==> src/rtl/apb3_cmd_requester.sv <==
`default_nettype none
// ============================================================================
// Module      : apb3_cmd_requester
// Description : Command-FIFO-fed APB3 requester with wait states, ACCESS
//               timeout and a single-entry response slot with stall buffer.
// Revision    : 1.0 - initial release
// ============================================================================
module apb3_cmd_requester #(
  parameter int AddressWidth  = 32,
  parameter int DataWidth     = 32,
  parameter int FifoDepth     = 4,
  parameter int TimeoutCycles = 16
) (
  input  logic                    pclk,
  input  logic                    presetn,
  input  logic                    cmd_valid,
  output logic                    cmd_ready,
  input  logic                    cmd_write,
  input  logic [AddressWidth-1:0] cmd_addr,
  input  logic [DataWidth-1:0]    cmd_wdata,
  output logic                    rsp_valid,
  input  logic                    rsp_ready,
  output logic [DataWidth-1:0]    rsp_rdata,
  output logic                    rsp_error,
  output logic                    rsp_timeout,
  output logic                    busy,
  output logic [AddressWidth-1:0] paddr,
  output logic                    pwrite,
  output logic [DataWidth-1:0]    pwdata,
  output logic                    psel,
  output logic                    penable,
  input  logic [DataWidth-1:0]    prdata,
  input  logic                    pready,
  input  logic                    pslverr
);

  localparam int PW = (FifoDepth > 1) ? $clog2(FifoDepth) : 1;
  localparam int TW = (TimeoutCycles > 1) ? $clog2(TimeoutCycles) : 1;

  localparam logic [1:0] S_IDLE   = 2'd0;
  localparam logic [1:0] S_SETUP  = 2'd1;
  localparam logic [1:0] S_ACCESS = 2'd2;
  localparam logic [1:0] S_STALL  = 2'd3;

  localparam logic [PW:0]   C_PTR_ONE  = (PW+1)'(1);
  localparam logic [TW-1:0] C_TCNT_ONE = TW'(1);
  localparam logic [TW-1:0] C_TLAST    = TW'(TimeoutCycles - 1);

  logic [1:0]              r_state;
  logic [PW:0]             r_wr_ptr;
  logic [PW:0]             r_rd_ptr;
  logic                    r_fifo_write [FifoDepth];
  logic [AddressWidth-1:0] r_fifo_addr  [FifoDepth];
  logic [DataWidth-1:0]    r_fifo_wdata [FifoDepth];
  logic [AddressWidth-1:0] r_paddr;
  logic                    r_pwrite;
  logic [DataWidth-1:0]    r_pwdata;
  logic [TW-1:0]           r_tcnt;
  logic                    r_rsp_valid;
  logic [DataWidth-1:0]    r_rsp_rdata;
  logic                    r_rsp_error;
  logic                    r_rsp_timeout;
  logic [DataWidth-1:0]    r_pend_rdata;
  logic                    r_pend_error;
  logic                    r_pend_timeout;

  logic                    w_empty;
  logic                    w_full;
  logic                    w_push;
  logic                    w_pop;
  logic                    w_timeout;
  logic                    w_done;
  logic                    w_slot_free;
  logic [DataWidth-1:0]    w_res_rdata;
  logic                    w_res_error;
  logic                    w_load_rsp;
  logic                    w_load_pend;
  logic                    w_rsp_from_pend;
  logic [1:0]              w_next_state;
  logic [DataWidth-1:0]    w_rsp_rdata_d;
  logic                    w_rsp_error_d;
  logic                    w_rsp_timeout_d;

  assign w_empty = (r_wr_ptr == r_rd_ptr);
  assign w_full  = (r_wr_ptr[PW] != r_rd_ptr[PW]) &&
                   (r_wr_ptr[PW-1:0] == r_rd_ptr[PW-1:0]);
  assign w_push  = cmd_valid && !w_full;

  // A timeout fires only when the final allowed ACCESS cycle also lacks pready.
  assign w_timeout   = !pready && (r_tcnt == C_TLAST);
  assign w_done      = pready || w_timeout;
  assign w_slot_free = !r_rsp_valid || rsp_ready;
  assign w_res_rdata = (w_timeout || r_pwrite) ? '0 : prdata;
  assign w_res_error = w_timeout ? 1'b1 : pslverr;

  always_comb begin
    w_next_state    = r_state;
    w_pop           = 1'b0;
    w_load_rsp      = 1'b0;
    w_load_pend     = 1'b0;
    w_rsp_from_pend = 1'b0;
    case (r_state)
      S_IDLE: begin
        if (!w_empty) begin
          w_pop        = 1'b1;
          w_next_state = S_SETUP;
        end
      end
      S_SETUP: w_next_state = S_ACCESS;
      S_ACCESS: begin
        if (w_done) begin
          if (w_slot_free) begin
            w_load_rsp   = 1'b1;
            w_pop        = !w_empty;
            w_next_state = w_empty ? S_IDLE : S_SETUP;
          end else begin
            w_load_pend  = 1'b1;
            w_next_state = S_STALL;
          end
        end
      end
      S_STALL: begin
        if (w_slot_free) begin
          w_load_rsp      = 1'b1;
          w_rsp_from_pend = 1'b1;
          w_pop           = !w_empty;
          w_next_state    = w_empty ? S_IDLE : S_SETUP;
        end
      end
      default: w_next_state = S_IDLE;
    endcase
  end

  assign w_rsp_rdata_d   = w_rsp_from_pend ? r_pend_rdata   : w_res_rdata;
  assign w_rsp_error_d   = w_rsp_from_pend ? r_pend_error   : w_res_error;
  assign w_rsp_timeout_d = w_rsp_from_pend ? r_pend_timeout : w_timeout;

  always_ff @(posedge pclk) begin
    if (w_push) begin
      r_fifo_write[r_wr_ptr[PW-1:0]] <= cmd_write;
      r_fifo_addr[r_wr_ptr[PW-1:0]]  <= cmd_addr;
      r_fifo_wdata[r_wr_ptr[PW-1:0]] <= cmd_wdata;
    end
  end

  always_ff @(posedge pclk or negedge presetn) begin
    if (!presetn) begin
      r_state        <= S_IDLE;
      r_wr_ptr       <= '0;
      r_rd_ptr       <= '0;
      r_paddr        <= '0;
      r_pwrite       <= 1'b0;
      r_pwdata       <= '0;
      r_tcnt         <= '0;
      r_rsp_valid    <= 1'b0;
      r_rsp_rdata    <= '0;
      r_rsp_error    <= 1'b0;
      r_rsp_timeout  <= 1'b0;
      r_pend_rdata   <= '0;
      r_pend_error   <= 1'b0;
      r_pend_timeout <= 1'b0;
    end else begin
      r_state <= w_next_state;
      if (w_push) begin
        r_wr_ptr <= r_wr_ptr + C_PTR_ONE;
      end
      if (w_pop) begin
        r_rd_ptr <= r_rd_ptr + C_PTR_ONE;
        r_paddr  <= r_fifo_addr[r_rd_ptr[PW-1:0]];
        r_pwrite <= r_fifo_write[r_rd_ptr[PW-1:0]];
        r_pwdata <= r_fifo_write[r_rd_ptr[PW-1:0]] ? r_fifo_wdata[r_rd_ptr[PW-1:0]] : '0;
      end
      if ((r_state == S_ACCESS) && !w_done) begin
        r_tcnt <= r_tcnt + C_TCNT_ONE;
      end else begin
        r_tcnt <= '0;
      end
      if (w_load_pend) begin
        r_pend_rdata   <= w_res_rdata;
        r_pend_error   <= w_res_error;
        r_pend_timeout <= w_timeout;
      end
      if (w_load_rsp) begin
        r_rsp_valid   <= 1'b1;
        r_rsp_rdata   <= w_rsp_rdata_d;
        r_rsp_error   <= w_rsp_error_d;
        r_rsp_timeout <= w_rsp_timeout_d;
      end else if (rsp_ready) begin
        r_rsp_valid <= 1'b0;
      end
    end
  end

  assign cmd_ready   = !w_full;
  assign psel        = (r_state == S_SETUP) || (r_state == S_ACCESS);
  assign penable     = (r_state == S_ACCESS);
  assign paddr       = r_paddr;
  assign pwrite      = r_pwrite;
  assign pwdata      = r_pwdata;
  assign rsp_valid   = r_rsp_valid;
  assign rsp_rdata   = r_rsp_rdata;
  assign rsp_error   = r_rsp_error;
  assign rsp_timeout = r_rsp_timeout;
  assign busy        = (r_state != S_IDLE) || !w_empty || r_rsp_valid;

endmodule
`default_nettype wire

==> config.mk <==
export PLATFORM = sky130hd
export DESIGN_NAME = apb3_cmd_requester
export DESIGN_NICKNAME = d
export VERILOG_FILES = /design/src/rtl/apb3_cmd_requester.sv
export SDC_FILE = /design/constraint.sdc
export NUM_CORES = 1
export LEC_CHECK = 0
export ABC_AREA = 1
export BUFFER_PORTS_ARGS = -buffer_cell sky130_fd_sc_hd__buf_2
export CORE_MARGIN = 2
export CORE_UTILIZATION = 55
export CTS_CLUSTER_DIAMETER = 120
export DETAILED_ROUTE_END_ITERATION = 16
export GPL_TIMING_DRIVEN = 0
export HOLD_SLACK_MARGIN = 0.08
export PLACE_DENSITY = 0.85
export SLEW_MARGIN = 20
export SYNTH_ARGS = -nofsm -noshare
export SYNTH_HDL_FRONTEND = slang
export SYNTH_SLANG_ARGS = --single-unit
export TNS_END_PERCENT = 5
==> constraint.sdc <==
create_clock -name pclk -period 5.5 [get_ports pclk]
set_input_delay 0 -clock pclk [delete_from_list [all_inputs] [get_ports pclk]]
set_output_delay 0 -clock pclk [all_outputs]
set_load 0.05 [all_outputs]
==> metrics.txt <==
most common cell in the netlist sky130_fd_sc_hd__nand2_1; adder and majority gate portion of the synthesized area less than 1%; Synth area leaders sky130_fd_sc_hd__edfxtp_1 (46%), sky130_fd_sc_hd__dfrtp_1 (21%), sky130_fd_sc_hd__nand2_1 (12%); reg-to-reg critical path startpoint r_rd_ptr[1]$_DFFE_PN0P_; RSZ-0062 raised after global routing no; combinational family with the most area after synthesis simple AND/OR/NAND/NOR gates; Max Clock Skew 0.0272 ns; share of the yosys chip area belonging to registers 67.3%; Period minus WS final 2.80 ns; worst hold path depth 3; Detailed Route WL 44.6 mm; Fmax about 360 MHz; layout-stage area growth over the synthesis result 25.8%; number of distinct standard cells referenced by the synthesized netlist 26; Pre-Repair DR Iteration Count 6; number of H-tree levels 2; share of post-route cells with drive strength above 1 17.7%; depth of the worst register-to-register path 9; CP max FO 23; transition time at the pin with the least slew margin 0.797 ns; worst hold path type in -> reg; Clock Pin Slew Worst Setup and Hold Paths 0.07 ns; Synth Area in Simple Gates 20.9%; TritonCTS clock tree built; most common library cells after synthesis sky130_fd_sc_hd__nand2_1 (559), sky130_fd_sc_hd__edfxtp_1 (260), sky130_fd_sc_hd__inv_1 (217), sky130_fd_sc_hd__nand3_1 (171), sky130_fd_sc_hd__dfrtp_1 (146); Post-synth EDFFs 260; maximum buffer depth of the clock tree 3; Yosys warning total 0; GRT met2 Usage roughly 47%; Internal Pwr Total 7.43 mW; FF-to-FF setup slack ~2.7 ns; pin count of the biggest net entering global routing 87; clock tree root buffer cell sky130_fd_sc_hd__clkbuf_16; mux share of post-synthesis cell area 0%; Layout Nets 2196; result of the run completed; routed wirelength normalized by instance count between 15 and 20 µm; max-capacitance violation count 0; DRT antenna net count 0; power share of the clock group 23.1%; routed via count divided by cell count approximately 5.4; net switching power of the design roughly 5.7 mW; filler cell count in the final layout ~1900; initial core utilization between 50% and 60%; end of the worst register-to-register path r_fifo_wdata[0][29]$_DFFE_PP_; cell count after synthesis 1718; count of routing violations after the opening detailed-route iteration 1359; IO Count 207; Tot Pwr 13.1 mW; CP Data Arrival Time 3.05 ns; total track usage 27.5%; worst slew margin relative to its limit 46.8%; post-synthesis area per instance 9.91 µm²; number of buffers created by CTS 41; Worst EP required about 5.7 ns; count of buffers from port buffering approximately 210; Syn Std Cell Area approximately 17000 µm²; startpoint of the lowest-slack hold path cmd_valid; drt drc 0; GRT Max-Usage Layer met2; HPWL after DPL 27.6 mm; die span in x 180 µm; nature of the critical path endpoint flop; kind of launch point of the worst setup path flop; proportion of synthesized flip-flops having asynchronous set or reset 36.0%; count of state elements after synthesis 406; antenna violations before repair 2; pwr dens 613 nW/µm²; power share of the sequential group 34.2%; die area 32400 µm²; largest vdd supply drop 0.355 mV; total number of clock tree sinks 406; sink of the worst hold path r_wr_ptr[1]$_DFFE_PN0P_; most area-hungry cell type in the Yosys netlist sky130_fd_sc_hd__edfxtp_1; share of the synthesized area in the top cell type between 40 and 50%; final critical-path share of the clock period approximately half; timing startpoint of the critical path r_rd_ptr[1]$_DFFE_PN0P_; GRT overflow 0; met3 usage 5.73%; pins over their slew limit 0; number of rows created at floorplan 64; met1 usage 34.3%; area fraction in compound gates after synthesis between 3 and 4%; leakage power summed over all cells 10.3 nW; number of global-route vias before repair 13703; hold violation count in the final report 0; overall via count from detail_route about 14000; GP Congestion 0.835; Worst Path Class, Setup reg -> reg; clock insertion delay at the later pin of the skew report roughly 0.56 ns; Die H 180 µm; wire length of the first global-routing pass between 70 and 80 mm; switching share of total power between 40% and 50%; core area approximately 31000 µm²; Post-synth top flop sky130_fd_sc_hd__edfxtp_1; XOR/XNOR Fraction of Synth Area 0.257%; syn nets 1832; Util after Layout 70.2%; number of setup violations in the final report 0; relative contribution of combinational cells to total power 42.7%
-- worst max-delay path, stage by stage (launching register included) --
cell and delay [ns]:
sky130_fd_sc_hd__dfrtp_1 0.37, sky130_fd_sc_hd__buf_4 0.20, sky130_fd_sc_hd__inv_4 0.08, sky130_fd_sc_hd__nand2_1 0.08
sky130_fd_sc_hd__nand2_2 0.08, sky130_fd_sc_hd__nand3_1 0.20, sky130_fd_sc_hd__nand2_1 0.37, sky130_fd_sc_hd__nor2_4 0.64
sky130_fd_sc_hd__buf_16 0.24, sky130_fd_sc_hd__buf_12 0.20
-- how the worst max path moves through the flow --
stage,to,slack [ns]
5_1_grt,r_fifo_wdata[0][29]$_DFFE_PP_,2.55
2_1_floorplan,r_fifo_addr[0][0]$_DFFE_PP_,0.84
3_3_place_gp,r_fifo_wdata[3][18]$_DFFE_PP_,-0.98
6_report,r_fifo_wdata[0][29]$_DFFE_PP_,2.70
3_5_place_dp,r_fifo_wdata[0][18]$_DFFE_PP_,2.77
4_1_cts,r_fifo_wdata[0][20]$_DFFE_PP_,2.73
-- metal layers --
layer  up-vias  wire length [µm]
li1       6210                 -
met1      6400             16800
met2       769             21900
met3       142              4160
met4         4              1650
met5         -                27
-- flip-flops by register name (all words and copies together), names as in the netlist, 2 cells and up --
register / count
r_state: 2
rsp_rdata: 32
paddr: 32
r_pend_rdata: 32
r_fifo_wdata: 128
pwdata: 32
r_wr_ptr: 3
r_fifo_addr: 128
r_rd_ptr: 3
r_tcnt: 4
r_fifo_write: 4
-- layout make-up --
type	count	area (µm²)	share of cell area, %
repair buffers	321	2370	11.1
plain buffers	85	444	2.07
flip-flops and latches	406	11500	53.5
inverters	225	847	3.95
multi-input cells	1002	4310	20.1
diodes	1	2.50	0.0117
clock inverters	27	374	1.75
well taps	396	495	2.31
clock buffers	49	1120	5.21
-- power groups by stage --
stage,logic (mW),registers (mW),clock network (mW)
6_report,5.61,4.50,3.03
5_1_grt,6.06,4.56,3.18
4_1_cts,5.52,4.47,3.03
3_5_place_dp,5.40,4.52,0
3_3_place_gp,5.08,4.56,0
2_1_floorplan,2.66,5.60,0
-- cells by family after synthesis --
family          after synthesis
xor+xnor                      5
flops                       406
buf+inv                     310
fa+ha+maj                    11
simple gates                879
compound gates              107
-- stage by stage --
| stage | hold WS (ns) | setup TNS (ns) | instance area [µm²] | setup slack (ns) | cells |
|---|---|---|---|---|---|
| 6_report | 0.168 | 0 | 21400 | 2.70 | 2512 |
| 5_1_grt | 0.196 | 0 | 21400 | 2.55 | 2511 |
| 4_1_cts | 0.155 | 0 | 21400 | 2.73 | 2511 |
| 3_5_place_dp | -0.0421 | 0 | 18900 | 2.77 | 2332 |
| 3_3_place_gp | 0.209 | -242.97 | 18600 | -0.981 | 2320 |
| 2_1_floorplan | -0.296 | 0 | 17000 | 0.842 | 1718 |
-- cell usage in the layout, fill, tap and decap left out, drive strengths merged --
master	instances
o211ai	2
a21oi	2
nand3	173
xnor2	2
xor2	3
nand2	562
clkinvlp	2
ha	11
nand4	2
nor2	142
o21ai	103
diode	1
dlygate4sd3	102
clkinv	16
dfrtp	146
clkbuf	67
buf	286
bufinv	7
inv	227
edfxtp	260
-- repair_timing --
action,CTS,global route
hold buffers,103,0
endpoints found under the hold margin,481,0
gates resized for setup,0,0
setup buffers,0,0
No activity file was read; power rests on OpenSTA's default activity.
